**src/rtl/ped_request_conditioner_if.sv**
```systemverilog
// Pedestrian request conditioner signal bundle.
// The conditioner uses the slave modport: it receives the raw button and the
// intersection's pedestrian_green and drives request, wait_lamp and the
// debounced button level. The master modport is the environment side.
interface ped_request_conditioner_if;
   logic button_raw;    // raw asynchronous push-button, may bounce
   logic ped_green;     // pedestrian_green fed back from the intersection
   logic request;       // to intersection pedestrian_button
   logic wait_lamp;     // "request registered, please wait"
   logic button_clean;  // debounced, synchronised button level

   modport master (
      output button_raw,
      output ped_green,
      input  request,
      input  wait_lamp,
      input  button_clean
   );

   modport slave (
      input  button_raw,
      input  ped_green,
      output request,
      output wait_lamp,
      output button_clean
   );
endinterface

```
**src/rtl/ped_request_conditioner.sv**
```systemverilog
// Pedestrian push-button conditioner.
// Synchronises and debounces the raw button, turns each clean rising edge into
// a single latched request, and holds it until the intersection has shown the
// pedestrian green. Define PED_REQ_COOLDOWN_EN to build a post-service lockout
// (COOLDOWN state, counter and pending flag); without it, SERVING returns
// straight to IDLE when the green ends.
module ped_request_conditioner #(
   parameter int DEBOUNCE_CYCLES = 4,
   parameter int DEBOUNCE_W      = 4,
   parameter int COOLDOWN_CYCLES = 16,
   parameter int COOLDOWN_W      = 5
) (
   input  logic                       clock,
   input  logic                       reset,   // asynchronous, active-low
   ped_request_conditioner_if.slave   ped
);

   // Elaboration-time sanity check: counters must be able to hold their limits.
   if ((DEBOUNCE_CYCLES < 1) || ((2 ** DEBOUNCE_W) <= DEBOUNCE_CYCLES) ||
       (COOLDOWN_CYCLES < 1) || ((2 ** COOLDOWN_W) <= COOLDOWN_CYCLES)) begin : g_param_check
      $error("ped_request_conditioner: counter width too small for its limit");
   end

   // The debounce counter fires on the cycle it would reach DEBOUNCE_CYCLES,
   // i.e. when it currently holds DEBOUNCE_CYCLES-1.
   localparam logic [DEBOUNCE_W-1:0] DB_LAST = DEBOUNCE_W'(DEBOUNCE_CYCLES - 1);

   typedef enum logic [1:0] {
      S_IDLE     = 2'd0,
      S_PENDING  = 2'd1,
      S_SERVING  = 2'd2
`ifdef PED_REQ_COOLDOWN_EN
      ,S_COOLDOWN = 2'd3
`endif
   } state_t;

   logic                  sync1_reg;
   logic                  sync2_reg;
   logic                  clean_reg;
   logic                  clean_d_reg;
   logic [DEBOUNCE_W-1:0] db_cnt_reg;
   logic                  press;

   state_t                state_reg;
   state_t                state_next;
   logic                  request_reg;
   logic                  request_next;
   logic                  wait_lamp_reg;
   logic                  wait_lamp_next;

   // Two-flop synchroniser for the asynchronous button input.
   always_ff @(posedge clock or negedge reset) begin
      if (!reset) begin
         sync1_reg <= 1'b0;
         sync2_reg <= 1'b0;
      end else begin
         sync1_reg <= ped.button_raw;
         sync2_reg <= sync1_reg;
      end
   end

   // Debounce: clean level follows sync2 only after it has differed for
   // DEBOUNCE_CYCLES consecutive cycles; any agreement restarts the count.
   always_ff @(posedge clock or negedge reset) begin
      if (!reset) begin
         db_cnt_reg <= '0;
         clean_reg  <= 1'b0;
      end else if (sync2_reg == clean_reg) begin
         db_cnt_reg <= '0;
      end else if (db_cnt_reg == DB_LAST) begin
         db_cnt_reg <= '0;
         clean_reg  <= sync2_reg;
      end else begin
         db_cnt_reg <= db_cnt_reg + DEBOUNCE_W'(1);
      end
   end

   // Delayed clean level for rising-edge detection.
   always_ff @(posedge clock or negedge reset) begin
      if (!reset) begin
         clean_d_reg <= 1'b0;
      end else begin
         clean_d_reg <= clean_reg;
      end
   end

   // One-cycle pulse per debounced press; a held button yields only one.
   assign press = clean_reg & ~clean_d_reg;

`ifdef PED_REQ_COOLDOWN_EN
   localparam logic [COOLDOWN_W-1:0] COOL_LAST = COOLDOWN_W'(COOLDOWN_CYCLES - 1);

   logic [COOLDOWN_W-1:0] cool_cnt_reg;
   logic                  pending_reg;
   logic                  pending_next;
   logic                  cool_done;

   assign cool_done = (state_reg == S_COOLDOWN) && (cool_cnt_reg == COOL_LAST);

   // Lockout timer: runs 0..COOLDOWN_CYCLES-1 while in COOLDOWN, idles at 0.
   always_ff @(posedge clock or negedge reset) begin
      if (!reset) begin
         cool_cnt_reg <= '0;
      end else if ((state_reg == S_COOLDOWN) && !cool_done) begin
         cool_cnt_reg <= cool_cnt_reg + COOLDOWN_W'(1);
      end else begin
         cool_cnt_reg <= '0;
      end
   end

   // Remember a press made during the lockout; consumed at expiry.
   always_comb begin
      pending_next = pending_reg;
      if (state_reg == S_COOLDOWN) begin
         if (cool_done) begin
            pending_next = 1'b0;
         end else if (press) begin
            pending_next = 1'b1;
         end
      end
   end

   // Pending flag register.
   always_ff @(posedge clock or negedge reset) begin
      if (!reset) begin
         pending_reg <= 1'b0;
      end else begin
         pending_reg <= pending_next;
      end
   end
`endif

   // FSM state and registered outputs (decoded from the next state).
   always_ff @(posedge clock or negedge reset) begin
      if (!reset) begin
         state_reg     <= S_IDLE;
         request_reg   <= 1'b0;
         wait_lamp_reg <= 1'b0;
      end else begin
         state_reg     <= state_next;
         request_reg   <= request_next;
         wait_lamp_reg <= wait_lamp_next;
      end
   end

   // Next-state logic; presses outside IDLE (and COOLDOWN) are dropped.
   always_comb begin
      state_next = state_reg;
      case (state_reg)
         S_IDLE: begin
            if (press) begin
               state_next = S_PENDING;
            end
         end
         S_PENDING: begin
            if (ped.ped_green) begin
               state_next = S_SERVING;
            end
         end
         S_SERVING: begin
            if (!ped.ped_green) begin
`ifdef PED_REQ_COOLDOWN_EN
               state_next = S_COOLDOWN;
`else
               state_next = S_IDLE;
`endif
            end
         end
`ifdef PED_REQ_COOLDOWN_EN
         S_COOLDOWN: begin
            if (cool_done) begin
               state_next = (pending_reg || press) ? S_PENDING : S_IDLE;
            end
         end
`endif
         default: state_next = S_IDLE;
      endcase
   end

   // Output decode from the next state so outputs align with the state.
   always_comb begin
      request_next   = (state_next == S_PENDING);
      wait_lamp_next = (state_next == S_PENDING);
`ifdef PED_REQ_COOLDOWN_EN
      if (state_next == S_COOLDOWN) begin
         wait_lamp_next = pending_next;
      end
`endif
   end

   assign ped.request      = request_reg;
   assign ped.wait_lamp    = wait_lamp_reg;
   assign ped.button_clean = clean_reg;

endmodule
```
**src/flat_wrapper.sv**
```systemverilog
// flat-port wrapper written by rule: the top's interface ports become plain ports
module ped_request_conditioner_flat 
#(
   parameter int DEBOUNCE_CYCLES = 4,
   parameter int DEBOUNCE_W      = 4,
   parameter int COOLDOWN_CYCLES = 16,
   parameter int COOLDOWN_W      = 5
)
  (clock, reset, ped_button_raw, ped_ped_green, ped_request, ped_wait_lamp, ped_button_clean);
  ped_request_conditioner_if ped_i ();
  input  logic clock;
  input  logic reset;
  input wire logic [$bits(ped_i.button_raw)-1:0] ped_button_raw;
  input wire logic [$bits(ped_i.ped_green)-1:0] ped_ped_green;
  output wire logic [$bits(ped_i.request)-1:0] ped_request;
  output wire logic [$bits(ped_i.wait_lamp)-1:0] ped_wait_lamp;
  output wire logic [$bits(ped_i.button_clean)-1:0] ped_button_clean;
  assign ped_i.button_raw = ped_button_raw;
  assign ped_i.ped_green = ped_ped_green;
  assign ped_request = ped_i.request;
  assign ped_wait_lamp = ped_i.wait_lamp;
  assign ped_button_clean = ped_i.button_clean;
  ped_request_conditioner #(.DEBOUNCE_CYCLES(DEBOUNCE_CYCLES), .DEBOUNCE_W(DEBOUNCE_W), .COOLDOWN_CYCLES(COOLDOWN_CYCLES), .COOLDOWN_W(COOLDOWN_W)) u_core (.clock(clock), .reset(reset), .ped(ped_i));
endmodule
```
**config.mk**
```make
export PLATFORM = sky130hd
export DESIGN_NAME = ped_request_conditioner_flat
export DESIGN_NICKNAME = d
export VERILOG_FILES = /design/src/rtl/ped_request_conditioner_if.sv /design/src/rtl/ped_request_conditioner.sv /design/src/flat_wrapper.sv
export SDC_FILE = /design/constraint.sdc
export NUM_CORES = 1
export LEC_CHECK = 0
export CORE_AREA = 2 2 39 41
export CTS_CLUSTER_SIZE = 14
export DETAILED_ROUTE_END_ITERATION = 6
export DIE_AREA = 0 0 41 43
export GPL_TIMING_DRIVEN = 0
export PLACE_DENSITY = 0.63
export SYNTH_ARGS = -nofsm -noshare
export SYNTH_HDL_FRONTEND = slang
export SYNTH_SLANG_ARGS = --single-unit
```
**constraint.sdc**
```tcl
create_clock -name clock -period 1.9 [get_ports clock]
set_clock_uncertainty 0.2 [all_clocks]
set_input_delay 0.285 -clock clock [delete_from_list [all_inputs] [get_ports clock]]
set_output_delay 0.285 -clock clock [all_outputs]
set_load 0.005 [all_outputs]
```
# Word level (Yosys, flattened, before mapping)
# Index checks and enable logic that the tools add are counted.
[totals] latchBits=0 memories=0 inputBits=4 mem_bits_rw=0 rom_bits=0 reg_bits=11
[classes] mul=0 n_eq_ne=5 n_reduce_logical=2 muxes=6 shifts=0 n_addsub=1 magnitude_cmp=0 n_bitwise=3 div=0
[ops] operator="4-bit 2-to-1 mux" count=2
[ops] operator="2-bit 2-to-1 mux" count=3
[ops] operator="2-bit case mux with 3 select lines" count=1
[ops] operator="4-bit by 1-bit adder with 4-bit output (second input constant)" count=1
[ops] operator="2-bit by 1-bit == test with 1-bit output (second input constant)" count=2
[ops] operator="4-bit by 2-bit == test with 1-bit output (second input constant)" count=1
[ops] operator="2-bit == test (second input constant)" count=1
[ops] operator="2-bit zero test" count=1
[ops] operator="1-bit inverter" count=2
[ops] operator="2-bit AND reduction" count=1
[ops] operator="1-bit bitwise AND" count=1
[ops] operator="1-bit == test" count=1

# Longest topological paths before layout
[logic_depth] depth_word=5 mapped_depth=3

# Worst setup path after synthesis
# No wires, ideal clock.
[synth_timing] kind="flip-flop to flip-flop" startpoint="reg u_core.db_cnt_reg[0]" endpoint="reg u_core.clean_reg (netlist: u_core.ped.button_clean)" period_less_slack_ns=1.365 path_stages_with_launch=4 slack_ns=0.535 arrival_ns=1.038 n_path_buf=0 setup_time_ns=0.128 path_cell_list="dfrtp_1 > ha_1 > nor3b_2 > mux2_1"
[synth_between] elab_chain_len=2
[synth_rtl] item="from (decl)" line_no="ped_request_conditioner.sv:41" text="logic [DEBOUNCE_W-1:0] db_cnt_reg;"
[synth_rtl] item="from (signal assigned)" line_no="ped_request_conditioner.sv:74" text="db_cnt_reg <= db_cnt_reg + DEBOUNCE_W'(1);"
[synth_rtl] item="4-bit by 2-bit == test with 1-bit output" line_no="ped_request_conditioner.sv:70" text="end else if (db_cnt_reg == DB_LAST) begin"
[synth_rtl] item="2-bit AND reduction (no line)"
[synth_rtl] item="to (signal assigned)" line_no="ped_request_conditioner.sv:72" text="clean_reg <= sync2_reg;"
[synth_rtl] item="to (decl)" line_no="ped_request_conditioner.sv:39" text="logic clean_reg;"
# Every way passes these cells.
# A chain may end at the register's enable or synchronous reset.

==> flow_summary.yaml <==
setup_path:
  cp-end-kind: "primary output"
  cp_max_fo: 2
  worstReg2RegEnd: "u_core.ped.button_clean"
  cp_data_arrival_time_ns: 1.18
  reg2regPathDepth: 3
  crit_start: "u_core.ped.request"
  r2r_setup_slack_ns: 0.44
  cp.required_ns: 1.41
  cp-start-kind: "flop"
  r2r-start: "u_core.db_cnt_reg[0]"
  crit_type: "flop to primary output"
clocking:
  post_cts_buffers: 0
  cts.sinks: 11
  cts_tree: "yes"
  holdBufCountCts: 0
  cts.clk_slew.worst_paths_ns: 0.06
  cts_resized: 0
  htreeDepth: 1
  clock_latency_ns: 0.26
  cts_buffers: 3
  clockRootBuffer: "clkbuf_4"
  cts_buffer_depth: 2
finish:
  areaGrowthSynthToFinish_pct: 24.9
  diodes: 0
  largest_reg_flops: 4
  layout.nets: 47
  layout-drive-gt1-share: 0.146
detailed_routing:
  wire_per_inst_um: 11.6
  antenna_left: 0
  drc: 0
  drt-initial-drc-count: 0
  routed_via_density: 4.74
  drt_wl_total_um: 664
  vias: 270
  drt_first_pass_iters: 1
min_path:
  hold_path.class: "primary input to asynchronous set/reset pin"
power_and_ir_drop:
  power_uw: 688
  vdd_drop_max_v: 0.000516
  p_leak_nw: 0.235
  p_per_area_nw_per_um2: 1290
sta:
  fmax_mhz: 600
  worst_pin_slew_ns: 0.463
  maxSlewViolCount: 0
  hold_viol_final: 0
  min_period_over_period: 0.877
  setup_viol: 0
  rsz0062_at_grt: "no"
  slew_headroom: 0.690
  fin_crit_ns: 1.67
  worst_slack_ns: 0.233
  fin_tns_setup_ns: 0
floorplanning:
  core_um2: 1380
  initial_core_util: 0.309
  die_y_um: 43
  rows: 14
  io_pins: 7
  die-area_um2: 1760
  die_x_um: 41
synthesis:
  ys_ff_latch: 11
  synth_nets: 36
  synth.top_cell.area_share: 0.643
  avgSynthCellArea_um2: 13.8
  ys_seq_area_frac: 0.643
  syn_inst: 31
  ys_types: 17
  ys_top_cells_by_area: "dfrtp_1 64%, a21oi_1 4.7%, ha_1 2.9%"
  yosysTopAreaCell: "dfrtp_1"
  syn-cell-area_um2: 428
  yosys_warnings: 0
placement:
  finalWeightedCongestion: 0.647
  portBuffers: 6
  dp_slack_ns: 0.425
grt:
  grt_max_degree: 12
  gr-usage-all-layers: 0.112
  overflow: 0
  first_global_vias: 296
  antenna_found_initial: 0
  grt_first_pass_wirelength_um: 1210
flow_run:
  cap_violations: 0
run_status:
  status: "completed"
[synthesized netlist by cell type]
cell type,n
a21oi_1,4
xnor2_1,1
ha_1,1
nand3b_1,1
buf_4,1
and2_1,1
or3b_1,1
xor2_1,1
nor2b_1,1
nand2b_1,2
nor4_2,1
dfrtp_1,11
and4_1,1
nor3_1,1
nor2_1,1
mux2_1,1
nor3b_2,1
[layout make-up]
type / count / area (um2)
well taps: 16 / 20.0
fillers: 137 / 850
repair buffers: 6 / 60.1
plain buffers: 1 / 7.51
clock buffers: 4 / 26.3
multi-input cells: 19 / 145
flip-flops and latches: 11 / 275
[worst max-delay path by stage]
stage          depth (start not counted)                       to  slack [ns]
3_3_place_gp                           3  u_core.ped.button_clean        0.48
4_1_cts                                1         ped_button_clean        0.21
2_1_floorplan                          3  u_core.ped.button_clean        0.53
5_1_grt                                1         ped_button_clean        0.16
3_5_place_dp                           3  u_core.ped.button_clean        0.42
6_report                               2            ped_wait_lamp        0.23
[cell families after synthesis]
logic type,after synthesis,synth area share
flops,11,0.643
compound gates,4,0.0468
xor+xnor,2,0.0409
buf+inv,1,0.0176
fa+ha+maj,1,0.0292
mux,1,0.0263
simple gates,11,0.196
[metrics by stage]
stage	instance area (um2)	hold WS, ns	std cells	util
finish	534	0.146	57	0.386
global route	534	0.158	57	0.386
CTS	534	0.149	57	0.386
detailed placement	508	0.148	53	0.367
global placement	508	0.141	53	0.367
floorplan	428	-0.211	31	-
[layout by cell type, fill, tap and decap left out, types with 2 or more instances in the layout]
master	Yosys	layout
clkbuf_4	0	3
clkdlybuf4s50_1	0	6
a21oi_1	4	4
dfrtp_1	11	11
nand2b_1	2	2
[worst max-delay path, stage by stage (launching register included)]
cell and delay, ns:
dfrtp_1 0.37, buf_4 0.12, clkdlybuf4s50_1 0.43
[layer usage]
metal	GRT usage	up-vias	wire, um
li1	-	128	-
met1	0.106	135	228
met2	0.169	5	385
met3	0.0471	2	40
met4	0.100	0	10
met5	0	-	0
[power by group]
| group | switching (mW) | leakage [nW] | internal (mW) | total (mW) |
|---|---|---|---|---|
| clock network | 0.0674 | 0.0150 | 0.0810 | 0.148 |
| logic | 0.0689 | 0.0794 | 0.119 | 0.188 |
| registers | 0.0520 | 0.140 | 0.300 | 0.352 |
No activity file was read; power rests on OpenSTA's default activity.
